### config.mk
export PLATFORM = sky130hd
export DESIGN_NAME = uart_regs_param
export DESIGN_NICKNAME = d
export VERILOG_FILES = /design/src/rtl/uart_regs_param.sv
export SDC_FILE = /design/constraint.sdc
export NUM_CORES = 1
export LEC_CHECK = 0
export BUFFER_PORTS_ARGS = -buffer_cell sky130_fd_sc_hd__buf_2
export CORE_MARGIN = 3
export CORE_UTILIZATION = 43
export CTS_CLUSTER_DIAMETER = 30
export DETAILED_ROUTE_END_ITERATION = 8
export GPL_ROUTABILITY_DRIVEN = 0
export GPL_TIMING_DRIVEN = 0
export PLACE_DENSITY = 0.73
export SYNTH_ARGS = -nofsm -noshare
export SYNTH_HDL_FRONTEND = slang
export SYNTH_SLANG_ARGS = --single-unit
### constraint.sdc
create_clock -name uart_clk -period 5.55 [get_ports uart_clk]
set_input_delay 0.555 -clock uart_clk [delete_from_list [all_inputs] [get_ports uart_clk]]
set_output_delay 0.555 -clock uart_clk [all_outputs]
set_load 0.01 [all_outputs]
### src/rtl/uart_regs_param.sv
// -----------------------------------------------------------------------------
// uart_regs_param
//   Parameterised UART register file sitting between the register bridge and
//   the UART TX/RX datapaths. Holds the line configuration, baud divisor,
//   FIFO watermarks, interrupt enable/status, and a one-byte RX prefetch
//   holding register so RX_DATA reads return data with no wait state.
//
// Optional feature macro:
//   UART_RX_TIMEOUT_EN  - enables the RX_TIMEOUT register (addr 8), the
//                         idle-line counter and INT_STATUS/INT_ENABLE bit 5.
//                         When undefined, addr 8 reads 0 and ignores writes.
//
// Ports:
//   uart_clk, rst                  clock, synchronous active-high reset
//   reg_addr/wdata/wen/ren         register bus (word address, 1-cycle strobes)
//   reg_rdata, reg_error           combinational read data / access error
//   wr_data, wr_en                 TX FIFO push
//   tx_full/empty/active, tx_level TX path state
//   rx_data, rd_en                 RX FIFO pop (data valid the cycle after)
//   rx_empty/full/active, rx_level RX path state
//   frame/parity/overrun_error     one-cycle error pulses from the receiver
//   baud_tick                      one pulse per bit time
//   baud_divisor, baud_enable      baud generator control
//   data_bits, parity_en, parity_odd, stop2   line configuration
//   tx_fifo_rst, rx_fifo_rst       self-clearing FIFO reset pulses
//   irq                            level interrupt
// -----------------------------------------------------------------------------
module uart_regs_param #(
  parameter int DATA_WIDTH      = 32,
  parameter int FIFO_ADDR_WIDTH = 3,
  parameter int DIV_WIDTH       = 16,
  parameter int DIV_RESET       = 4
) (
  input  logic                       uart_clk,
  input  logic                       rst,
  input  logic [3:0]                 reg_addr,
  input  logic [DATA_WIDTH-1:0]      reg_wdata,
  input  logic                       reg_wen,
  input  logic                       reg_ren,
  output logic [DATA_WIDTH-1:0]      reg_rdata,
  output logic                       reg_error,
  output logic [7:0]                 wr_data,
  output logic                       wr_en,
  input  logic                       tx_full,
  input  logic                       tx_empty,
  input  logic                       tx_active,
  input  logic [FIFO_ADDR_WIDTH:0]   tx_level,
  input  logic [7:0]                 rx_data,
  output logic                       rd_en,
  input  logic                       rx_empty,
  input  logic                       rx_full,
  input  logic                       rx_active,
  input  logic [FIFO_ADDR_WIDTH:0]   rx_level,
  input  logic                       frame_error,
  input  logic                       parity_error,
  input  logic                       overrun_error,
  input  logic                       baud_tick,
  output logic [DIV_WIDTH-1:0]       baud_divisor,
  output logic                       baud_enable,
  output logic [1:0]                 data_bits,
  output logic                       parity_en,
  output logic                       parity_odd,
  output logic                       stop2,
  output logic                       tx_fifo_rst,
  output logic                       rx_fifo_rst,
  output logic                       irq
);

  localparam logic [3:0] ADDR_CTRL       = 4'd0;
  localparam logic [3:0] ADDR_STATUS     = 4'd1;
  localparam logic [3:0] ADDR_TX_DATA    = 4'd2;
  localparam logic [3:0] ADDR_RX_DATA    = 4'd3;
  localparam logic [3:0] ADDR_BAUD_DIV   = 4'd4;
  localparam logic [3:0] ADDR_INT_ENABLE = 4'd5;
  localparam logic [3:0] ADDR_INT_STATUS = 4'd6;
  localparam logic [3:0] ADDR_FIFO_CTRL  = 4'd7;
  localparam logic [3:0] ADDR_RX_TIMEOUT = 4'd8;

`ifdef UART_RX_TIMEOUT_EN
  localparam logic [5:0] INT_MASK = 6'h3F;
`else
  localparam logic [5:0] INT_MASK = 6'h1F;
`endif

  typedef enum logic [1:0] {S_IDLE, S_FETCH, S_READY} rx_state_t;

  // Register state
  logic       tx_en, rx_en;
  logic [5:0] int_enable, int_status, int_set;
  logic [3:0] tx_thr, rx_thr;
  logic       fe_sticky, pe_sticky, oe_sticky;
  logic [7:0] rx_hold;
  logic [7:0] rx_timeout_rd;
  logic       timeout_hit;
  rx_state_t  rx_state, rx_state_next;
  logic       rx_valid;

  // Decoded strobes
  logic wr_ctrl, wr_baud, wr_int_en, wr_int_st, wr_fifo, wr_tx, rd_rx;
  logic [5:0] w1c;

  assign wr_ctrl   = reg_wen && (reg_addr == ADDR_CTRL);
  assign wr_baud   = reg_wen && (reg_addr == ADDR_BAUD_DIV);
  assign wr_int_en = reg_wen && (reg_addr == ADDR_INT_ENABLE);
  assign wr_int_st = reg_wen && (reg_addr == ADDR_INT_STATUS);
  assign wr_fifo   = reg_wen && (reg_addr == ADDR_FIFO_CTRL);
  assign wr_tx     = reg_wen && (reg_addr == ADDR_TX_DATA);
  assign rd_rx     = reg_ren && (reg_addr == ADDR_RX_DATA);
  assign w1c       = wr_int_st ? reg_wdata[5:0] : 6'd0;

  assign rx_valid    = (rx_state == S_READY);
  assign baud_enable = tx_en | rx_en;
  assign irq         = |(int_status & int_enable);

  // TX push goes straight through; a full FIFO drops the byte.
  assign wr_data = reg_wdata[7:0];
  assign wr_en   = !rst && wr_tx && !tx_full;

  // ---------------------------------------------------------------------------
  // Configuration registers
  // ---------------------------------------------------------------------------
  // NOTE: every clocked block uses non-blocking assignments so all registers
  // update together from pre-edge values; blocking here would create order-
  // dependent simulation and mismatch synthesis.
  always_ff @(posedge uart_clk) begin
    if (rst) begin
      tx_en        <= 1'b0;
      rx_en        <= 1'b0;
      data_bits    <= 2'b11;
      parity_en    <= 1'b0;
      parity_odd   <= 1'b0;
      stop2        <= 1'b0;
      baud_divisor <= DIV_WIDTH'(DIV_RESET);
      int_enable   <= 6'd0;
      tx_thr       <= 4'd0;
      rx_thr       <= 4'd0;
      tx_fifo_rst  <= 1'b0;
      rx_fifo_rst  <= 1'b0;
    end else begin
      // Reset bits are not stored: they produce a single pulse and read 0.
      tx_fifo_rst <= wr_fifo && reg_wdata[0];
      rx_fifo_rst <= wr_fifo && reg_wdata[1];
      if (wr_ctrl) begin
        tx_en      <= reg_wdata[0];
        rx_en      <= reg_wdata[1];
        data_bits  <= reg_wdata[3:2];
        parity_en  <= reg_wdata[4];
        parity_odd <= reg_wdata[5];
        stop2      <= reg_wdata[6];
      end
      if (wr_baud)   baud_divisor <= reg_wdata[DIV_WIDTH-1:0];
      if (wr_int_en) int_enable   <= reg_wdata[5:0] & INT_MASK;
      if (wr_fifo) begin
        tx_thr <= reg_wdata[11:8];
        rx_thr <= reg_wdata[19:16];
      end
    end
  end

  // ---------------------------------------------------------------------------
  // Interrupt status and sticky error flags: a same-cycle set beats W1C.
  // ---------------------------------------------------------------------------
  logic [8:0] tx_level_x, rx_sum, rx_thr_eff;
  assign tx_level_x = 9'(tx_level);
  assign rx_sum     = 9'(rx_level) + 9'(rx_valid);
  assign rx_thr_eff = (rx_thr == 4'd0) ? 9'd1 : 9'(rx_thr);

  // NOTE: combinational blocks assign a default to every output first so no
  // path leaves a value unassigned, which would infer a latch.
  always_comb begin
    int_set    = 6'd0;
    int_set[0] = tx_en && (tx_level_x <= 9'(tx_thr));
    int_set[1] = rx_en && (rx_sum >= rx_thr_eff);
    int_set[2] = frame_error;
    int_set[3] = parity_error;
    int_set[4] = overrun_error;
    int_set[5] = timeout_hit;
  end

  always_ff @(posedge uart_clk) begin
    if (rst) begin
      int_status <= 6'd0;
      fe_sticky  <= 1'b0;
      pe_sticky  <= 1'b0;
      oe_sticky  <= 1'b0;
    end else begin
      int_status <= (int_set | (int_status & ~w1c)) & INT_MASK;
      fe_sticky  <= frame_error   | (fe_sticky & ~w1c[2]);
      pe_sticky  <= parity_error  | (pe_sticky & ~w1c[3]);
      oe_sticky  <= overrun_error | (oe_sticky & ~w1c[4]);
    end
  end

  // ---------------------------------------------------------------------------
  // RX prefetch FSM: keeps one byte ready so RX_DATA reads return immediately.
  // ---------------------------------------------------------------------------
  always_ff @(posedge uart_clk) begin
    if (rst) rx_state <= S_IDLE;
    else     rx_state <= rx_state_next;
  end

  always_comb begin
    rx_state_next = rx_state;
    if (rx_fifo_rst) begin
      rx_state_next = S_IDLE;
    end else begin
      case (rx_state)
        S_IDLE:  if (!rx_empty) rx_state_next = S_FETCH;
        S_FETCH: rx_state_next = S_READY;
        S_READY: if (rd_rx) rx_state_next = rx_empty ? S_IDLE : S_FETCH;
        default: rx_state_next = S_IDLE;
      endcase
    end
  end

  always_comb begin
    rd_en = 1'b0;
    if (!rst && !rx_fifo_rst && !rx_empty) begin
      case (rx_state)
        S_IDLE:  rd_en = 1'b1;
        S_READY: rd_en = rd_rx;
        default: rd_en = 1'b0;
      endcase
    end
  end

  // NOTE: the holding byte is a plain register, so it is reset; a reset in
  // the middle of a transfer must not expose a stale byte.
  always_ff @(posedge uart_clk) begin
    if (rst)                      rx_hold <= 8'd0;
    else if (rx_state == S_FETCH) rx_hold <= rx_data;
  end

  // ---------------------------------------------------------------------------
  // RX idle timeout
  // ---------------------------------------------------------------------------
`ifdef UART_RX_TIMEOUT_EN
  logic [7:0] rx_timeout, to_cnt;
  logic       wr_timeout, to_clr, to_inc;

  assign wr_timeout = reg_wen && (reg_addr == ADDR_RX_TIMEOUT);
  assign to_clr     = rd_rx || rx_active || rx_fifo_rst || wr_timeout;
  // Counter parks at RX_TIMEOUT, so the interrupt fires once per idle period.
  assign to_inc     = baud_tick && rx_valid && !rx_active &&
                      (rx_timeout != 8'd0) && (to_cnt != rx_timeout);
  assign timeout_hit = !to_clr && to_inc && ((to_cnt + 8'd1) == rx_timeout);
  assign rx_timeout_rd = rx_timeout;

  always_ff @(posedge uart_clk) begin
    if (rst) begin
      rx_timeout <= 8'd0;
      to_cnt     <= 8'd0;
    end else begin
      if (wr_timeout) rx_timeout <= reg_wdata[7:0];
      if (to_clr)      to_cnt <= 8'd0;
      else if (to_inc) to_cnt <= to_cnt + 8'd1;
    end
  end
`else
  assign timeout_hit   = 1'b0;
  assign rx_timeout_rd = 8'd0;
`endif

  // ---------------------------------------------------------------------------
  // Read mux and access errors
  // ---------------------------------------------------------------------------
  logic [31:0] rdata32;

  always_comb begin
    rdata32 = 32'd0;
    case (reg_addr)
      ADDR_CTRL:       rdata32 = {25'd0, stop2, parity_odd, parity_en,
                                  data_bits, rx_en, tx_en};
      ADDR_STATUS:     rdata32 = {8'(tx_level), 8'(rx_level), 7'd0,
                                  oe_sticky, pe_sticky, fe_sticky,
                                  rx_active, tx_active, rx_full, rx_empty,
                                  tx_full, tx_empty};
      ADDR_RX_DATA:    rdata32 = rx_valid ? {23'd0, 1'b1, rx_hold} : 32'd0;
      ADDR_BAUD_DIV:   rdata32 = 32'(baud_divisor);
      ADDR_INT_ENABLE: rdata32 = {26'd0, int_enable};
      ADDR_INT_STATUS: rdata32 = {26'd0, int_status};
      ADDR_FIFO_CTRL:  rdata32 = {12'd0, rx_thr, 4'd0, tx_thr, 8'd0};
      ADDR_RX_TIMEOUT: rdata32 = {24'd0, rx_timeout_rd};
      default:         rdata32 = 32'd0;
    endcase
  end

  assign reg_rdata = DATA_WIDTH'(rdata32);

  always_comb begin
    reg_error = 1'b0;
    if (reg_wen || reg_ren) begin
      if (reg_addr > ADDR_RX_TIMEOUT)
        reg_error = 1'b1;
      else if (reg_wen && (reg_addr == ADDR_STATUS || reg_addr == ADDR_RX_DATA))
        reg_error = 1'b1;
      else if (reg_wen && reg_addr == ADDR_TX_DATA && tx_full)
        reg_error = 1'b1;
      else if (reg_ren && reg_addr == ADDR_TX_DATA)
        reg_error = 1'b1;
      else if (rd_rx && !rx_valid)
        reg_error = 1'b1;
    end
  end

  // Write-data bits outside the defined fields and, in the default build,
  // the baud tick are intentionally ignored.
  logic unused_ok;
  assign unused_ok = ^{reg_wdata, baud_tick};

endmodule

==> metrics, run 1 <==
Post-route DRC=0; register area share after synthesis=0.362; relative slew slack=0.502; Reg clk slew, reported paths=110 ps; commonest non-fill, non-tap cells in the layout=buf_2 (115), nand2_1 (70), dfxtp_1 (56); Setup crit start=reg_addr[1]; Worst Path Class, Setup=in -> out; final hold slack=455 ps; VDD IR max=between 0.1 and 0.15 mV; Fin. Hold Viols=0; cells along the critical path=buf_2 > buf_6 > mux2_1 > a22o_1 > a221o_1 > buf_2; largest area contributor in the netlist=dfxtp_1; Vias/cell=5.24; Initial DRT Pass Iterations=4; async set-reset flop share out of synthesis=0; Die W=90.8 µm; Final Slew Violations=0; setup bufs post-CTS=0; Syn. warnings=0; TritonCTS buffer count=5; maximum clock insertion buffer count=2; Most used DFF post-synth=dfxtp_1; Final Cycle Share=0.442; worst skew pair latency=320 ps; TritonCTS clock tree=built; CP most frequent cell=buf_2; Mapped Area=3100 µm²; top cells by area, synth=dfxtp_1 (36%), nand2_1 (8.5%), a21oi_1 (7.6%), buf_4 (4.6%), ha_1 (4.0%); worst stage delay on the critical path=about 340 ps; FILL cells=675; min-delay worst type=in -> reg; row count=30; first-pass GRT wire length=between 10000 and 15000 µm; Post-CTS Hold Fix Bufs=0; pin count of the biggest net entering global routing=20; DIE AREA=just over 8000 µm²; number of synthesized flops with an enable pin=0; clock sinks=56; critical path required time=4990 ps; GRT Total Usage=0.224; Leak Pwr=1.83 nW; # IOs=134; initial antenna violation count=0; Fin Clk Skew=4.86 ps; Resized Gates After CTS=0; DP HPWL=7280 µm; IO buf count=110; htree depth=2; RSZ-0062 raised after global routing=no; commonest non-fill, non-tap cell in the layout=buf_2; CP Capture Type=primary output; Core Footprint=6870 µm²; grt ovf=0; CP Max Fanout=10; Worst path slowest cell=mux2_1; antenna cells=0; minimum setup slack among reg-to-reg paths=3400 ps; Final setup viols=0; Max Cap Viol=0; Area growth, synth to finish=25.6%; drt total wl=between 9000 and 10000 µm; Syn Area/Cell=8.12 µm²; top cell type's share of synthesized area=0.362; Critical Path AT=between 1500 and 2000 ps; status=completed; number of routed nets with antenna violations=0; die height=90.8 µm; min-delay src=overrun_error; Yosys cell types=52; number of global-route vias before repair=3061; 1st-iter DRT viols=311; setup_tns=0 ps; P per Cell Area=206 nW/µm²; share of layout cells above drive strength 1=0.330; CP startpoint kind=input pin; Starting Density=0.451; vias=3152; Worst-Margin Slew=745 ps; Synth Instances=381; CTS Root Cell=clkbuf_8; Crit Reg-Reg Startpoint=rx_state[1]$_SDFFE_PP0P_; FMAX=407 MHz; NumNets Final=approximately 580; Final min period=2450 ps; FF+latch count, synth=56; routed length per placed instance=approximately 16 µm
cell usage after synthesis (2+ instances only):
cell type and count:
a22oi_1 9, a22o_1 4, or2_2 2, buf_6 4, ha_1 10, mux2_2 5
nand3_1 17, inv_1 12, buf_4 19, nor3_1 3, nand2_1 70, mux2i_1 8
clkbuf_1 7, nor2_1 30, a31o_2 2, buf_2 5, a221o_1 4, o22a_1 2
and3_1 11, a21oi_1 47, nand2b_1 3, mux2_1 6, nor2b_1 4, xnor2_1 2
a222oi_1 4, dfxtp_1 56, o21ai_0 10
path summary, 6_finish.rpt:
check | endpoint | depth (start not counted)
setup / recovery | reg_rdata[0] | 6
hold / removal | int_status[4]$_SDFF_PP0_ | 3
setup reg to reg | int_status[1]$_SDFF_PP0_ | 9
hold reg to reg | rx_hold[1]$_SDFFE_PP0N_ | 2
routing by layer:
| metal | track usage | part of all wire |
|---|---|---|
| met3 | 0.0492 | 0.084 |
| met4 | 0.0628 | 0.021 |
| met2 | 0.370 | 0.47 |
| met1 | 0.293 | 0.42 |
| met5 | 0 | 0 |
critical path, delay by kind of cell:
kind	cells	cell delay [ps]
buffers and inverters	3	520
AO/OA/AOI/OAI	2	480
multiplexers	1	340
final cells by class:
type / count / area (µm²) / share of cell area
well taps: 96 / 120 / 0.0309
clock inverters: 3 / 27.5 / 0.00708
inverters: 12 / 45.0 / 0.0116
clock buffers: 5 / 68.8 / 0.0177
plain buffers: 37 / 248 / 0.0637
repair buffers: 110 / 551 / 0.142
multi-input cells: 283 / 1710 / 0.439
flip-flops and latches: 56 / 1120 / 0.288
cells by family after synthesis:
logic type	Yosys count	share of synthesized area
AND/OR/NAND/NOR	156	0.249
AO/OA/AOI/OAI	86	0.173
flip-flops	56	0.362
buffers and inverters	49	0.0946
multiplexers	20	0.0707
adder cells (fa/ha/maj)	10	0.0404
XOR/XNOR	3	0.00849
other	1	0.00121
state kept, by name (all words and copies together) (netlist names), 2 cells and up:
signal and cells:
int_enable 5, rx_hold 8, tx_thr 4, baud_divisor 16
int_status 5, rx_thr 4, rx_state 2, data_bits 2
stage by stage:
stage          cell area, µm²   util  instances  setup WS [ps]  power [mW]
2_1_floorplan            3120      -        388           3450       0.512
3_3_place_gp             3790  0.552        594           3120       0.565
3_5_place_dp             3790  0.552        594           3100       0.569
4_1_cts                  3890  0.566        602           3100       0.803
5_1_grt                  3890  0.566        602           2990       0.834
6_report                 3890  0.566        602           3100       0.803
report_power, final:
group	total [mW]	switching (mW)	internal, mW
clock	0.241	0.148	0.0930
combinational	0.141	0.0802	0.0607
sequential	0.421	0.00818	0.413
No activity file was read; power rests on OpenSTA's default activity.
==> inputs of run 2 (changes only) <==
Settings changed: PLACE_DENSITY 0.73 to 0.76.
Clock period 5.55 ns to 2.24 ns, I/O delays scaled along.
==> metrics, run 2 (synthesized netlist as in run 1, its figures left out) <==
number of global-route vias before repair=3054; CP Max Fanout=5; setup_tns=0 ps; antenna cells=0; P per Cell Area=between 500 and 600 nW/µm²; grt ovf=0; Multi-input gate area=around 1700 µm²; worst stage delay on the critical path=400 ps; Starting Density=0.451; FMAX=roughly 480 MHz; Reg area=1120 µm²; pin count of the biggest net entering global routing=18; min-delay worst type=in -> reg; critical path required time=approximately 2400 ps; IO buf count=110; commonest non-fill, non-tap cell in the layout=buf_2; Final min period=2100 ps; Fin Clk Skew=between 10 and 15 ps; Worst path slowest cell=dfxtp_1; Post-route DRC=0; Reg clk slew, reported paths=110 ps; VDD IR max=~0.25 mV; relative slew slack=0.538; status=completed; minimum setup slack among reg-to-reg paths=140 ps; die height=~91 µm; largest registers=baud_divisor: 16 flops, rx_hold: 8 flops; final hold slack=132 ps; min-delay src=rx_data[3]; P_int=roughly 1.4 mW; DP HPWL=7190 µm; routed length per placed instance=between 15 and 20 µm; Worst-Margin Slew=between 600 and 700 ps; Min-Delay Path Depth=3; Top reg by flops=baud_divisor; CTS Root Cell=clkbuf_8; Clk network pwr share=0.289; TritonCTS clock tree=built; # IOs=134; share of layout cells above drive strength 1=0.330; worst skew pair latency=between 300 and 400 ps; Largest register FFs=16; htree depth=2; Leak Pwr=1.83 nW; FILL cells=around 660; Post-CTS Hold Fix Bufs=0; clock sinks=56; Final Slew Violations=0; drt total wl=9360 µm; Initial DRT Pass Iterations=5; Die W=90.8 µm; sw frac=0.287; RSZ-0062 raised after global routing=no; vias=3218; GRT Total Usage=0.224; Core Footprint=between 6000 and 7000 µm²; Gate power share=0.178; initial antenna violation count=0; maximum clock insertion buffer count=2; Final Cycle Share=0.936; Crit Reg-Reg Startpoint=rx_state[1]$_SDFFE_PP0P_; row count=30; commonest non-fill, non-tap cells in the layout=buf_2 (115), nand2_1 (70), dfxtp_1 (56); Max Cap Viol=0; Fin. Hold Viols=0; 1st-iter DRT viols=roughly 220; CP startpoint kind=flip-flop; total power=1.96 mW; cells along the critical path=nor2b_2 > ha_1 > nand2_1 > xnor2_1 > ha_1 > a21oi_1 > o21ai_0 > a21oi_1 > o22ai_1; Final setup viols=0; NumNets Final=581; number of routed nets with antenna violations=0; worst r2r path cells=9; Worst Path Class, Setup=reg -> reg; TritonCTS buffer count=5; r2r endpoint=int_status[1]$_SDFF_PP0_; Placed Area=3790 µm²; Critical Path AT=2280 ps; switching pwr=0.561 mW; Vias/cell=5.35; DIE AREA=8250 µm²; final instance area=3880 µm²; CP Capture Type=flip-flop; first-pass GRT wire length=15000 µm; Area growth, synth to finish=25.4%; part of the power in registers=0.532; WHS Endpoint=rx_hold[3]$_SDFFE_PP0N_
==> run 2: cell types whose count changed in the layout (fill, tap and decap cells not counted) <==
cell	delta
clkbuf_1	+1
clkinv_2	+1
clkinv_4	-1
clkinvlp_4	-1
inv_6	+1
inv_8	-1
nor2b_1	-1
nor2b_2	+1
==> run 2: repair_timing <==
action / 4_1_cts / 5_1_grt
resized for setup: 0 / 1
buffers inserted: 0 / 0
endpoints found under the setup margin: 0 / 1
==> run 2: layer usage <==
| layer | up-vias | part of all wire | GRT usage | wire length [µm] |
|---|---|---|---|---|
| li1 | 1549 | - | - | - |
| met1 | 1482 | 0.42 | 0.281 | 3970 |
| met2 | 165 | 0.46 | 0.376 | 4300 |
| met3 | 22 | 0.085 | 0.0533 | 799 |
| met4 | 0 | 0.031 | 0.0791 | 288 |
| met5 | - | 0 | 0 | 0 |
==> run 2: how the worst max path moves through the flow <==
stage / start / endpoint / slack [ps]
global route: rx_state[1]$_SDFFE_PP0P_ / int_status[1]$_SDFF_PP0_ / 60
floorplan: rx_state[1]$_SDFFE_PP0P_ / int_status[1]$_SDFF_PP0_ / 440
detailed placement: rx_state[1]$_SDFFE_PP0P_ / int_status[1]$_SDFF_PP0_ / 100
CTS: rx_state[1]$_SDFFE_PP0P_ / int_status[1]$_SDFF_PP0_ / 60
global placement: rx_state[1]$_SDFFE_PP0P_ / int_status[1]$_SDFF_PP0_ / 140
finish: rx_state[1]$_SDFFE_PP0P_ / int_status[1]$_SDFF_PP0_ / 140
==> run 2: power groups by stage <==
stage	logic, mW	registers, mW	clock network [mW]
after floorplan	0.207	1.06	0
after global placement	0.336	1.06	0
after detailed placement	0.343	1.06	0
after CTS	0.344	1.04	0.573
after global routing	0.385	1.05	0.607
final	0.349	1.04	0.567
==> run 2: worst max-delay path, delay by kind of cell (launching register included) <==
family                   cells  cell delay (ps)
flip-flops                   1              400
AND/OR/NAND/NOR              2              400
adder cells (fa/ha/maj)      2              540
XOR/XNOR                     1              130
AO/OA/AOI/OAI                4              480
==> run 2: cell type report <==
type,count,area share
Multi-Input combinational cell,283,0.441
Timing Repair Buffer,110,0.142
Buffer,37,0.0638
Clock inverter,2,0.00355
Tap cell,96,0.0309
Clock buffer,6,0.0187
Sequential cell,56,0.289
Inverter,12,0.0116
==> run 2: metrics by stage <==
step | cells | setup WS (ps) | utilization
floorplan | 388 | 441 | -
global placement | 594 | 140 | 0.552
detailed placement | 594 | 105 | 0.552
CTS | 602 | 64.9 | 0.565
global route | 602 | 58.5 | 0.565
finish | 602 | 144 | 0.565
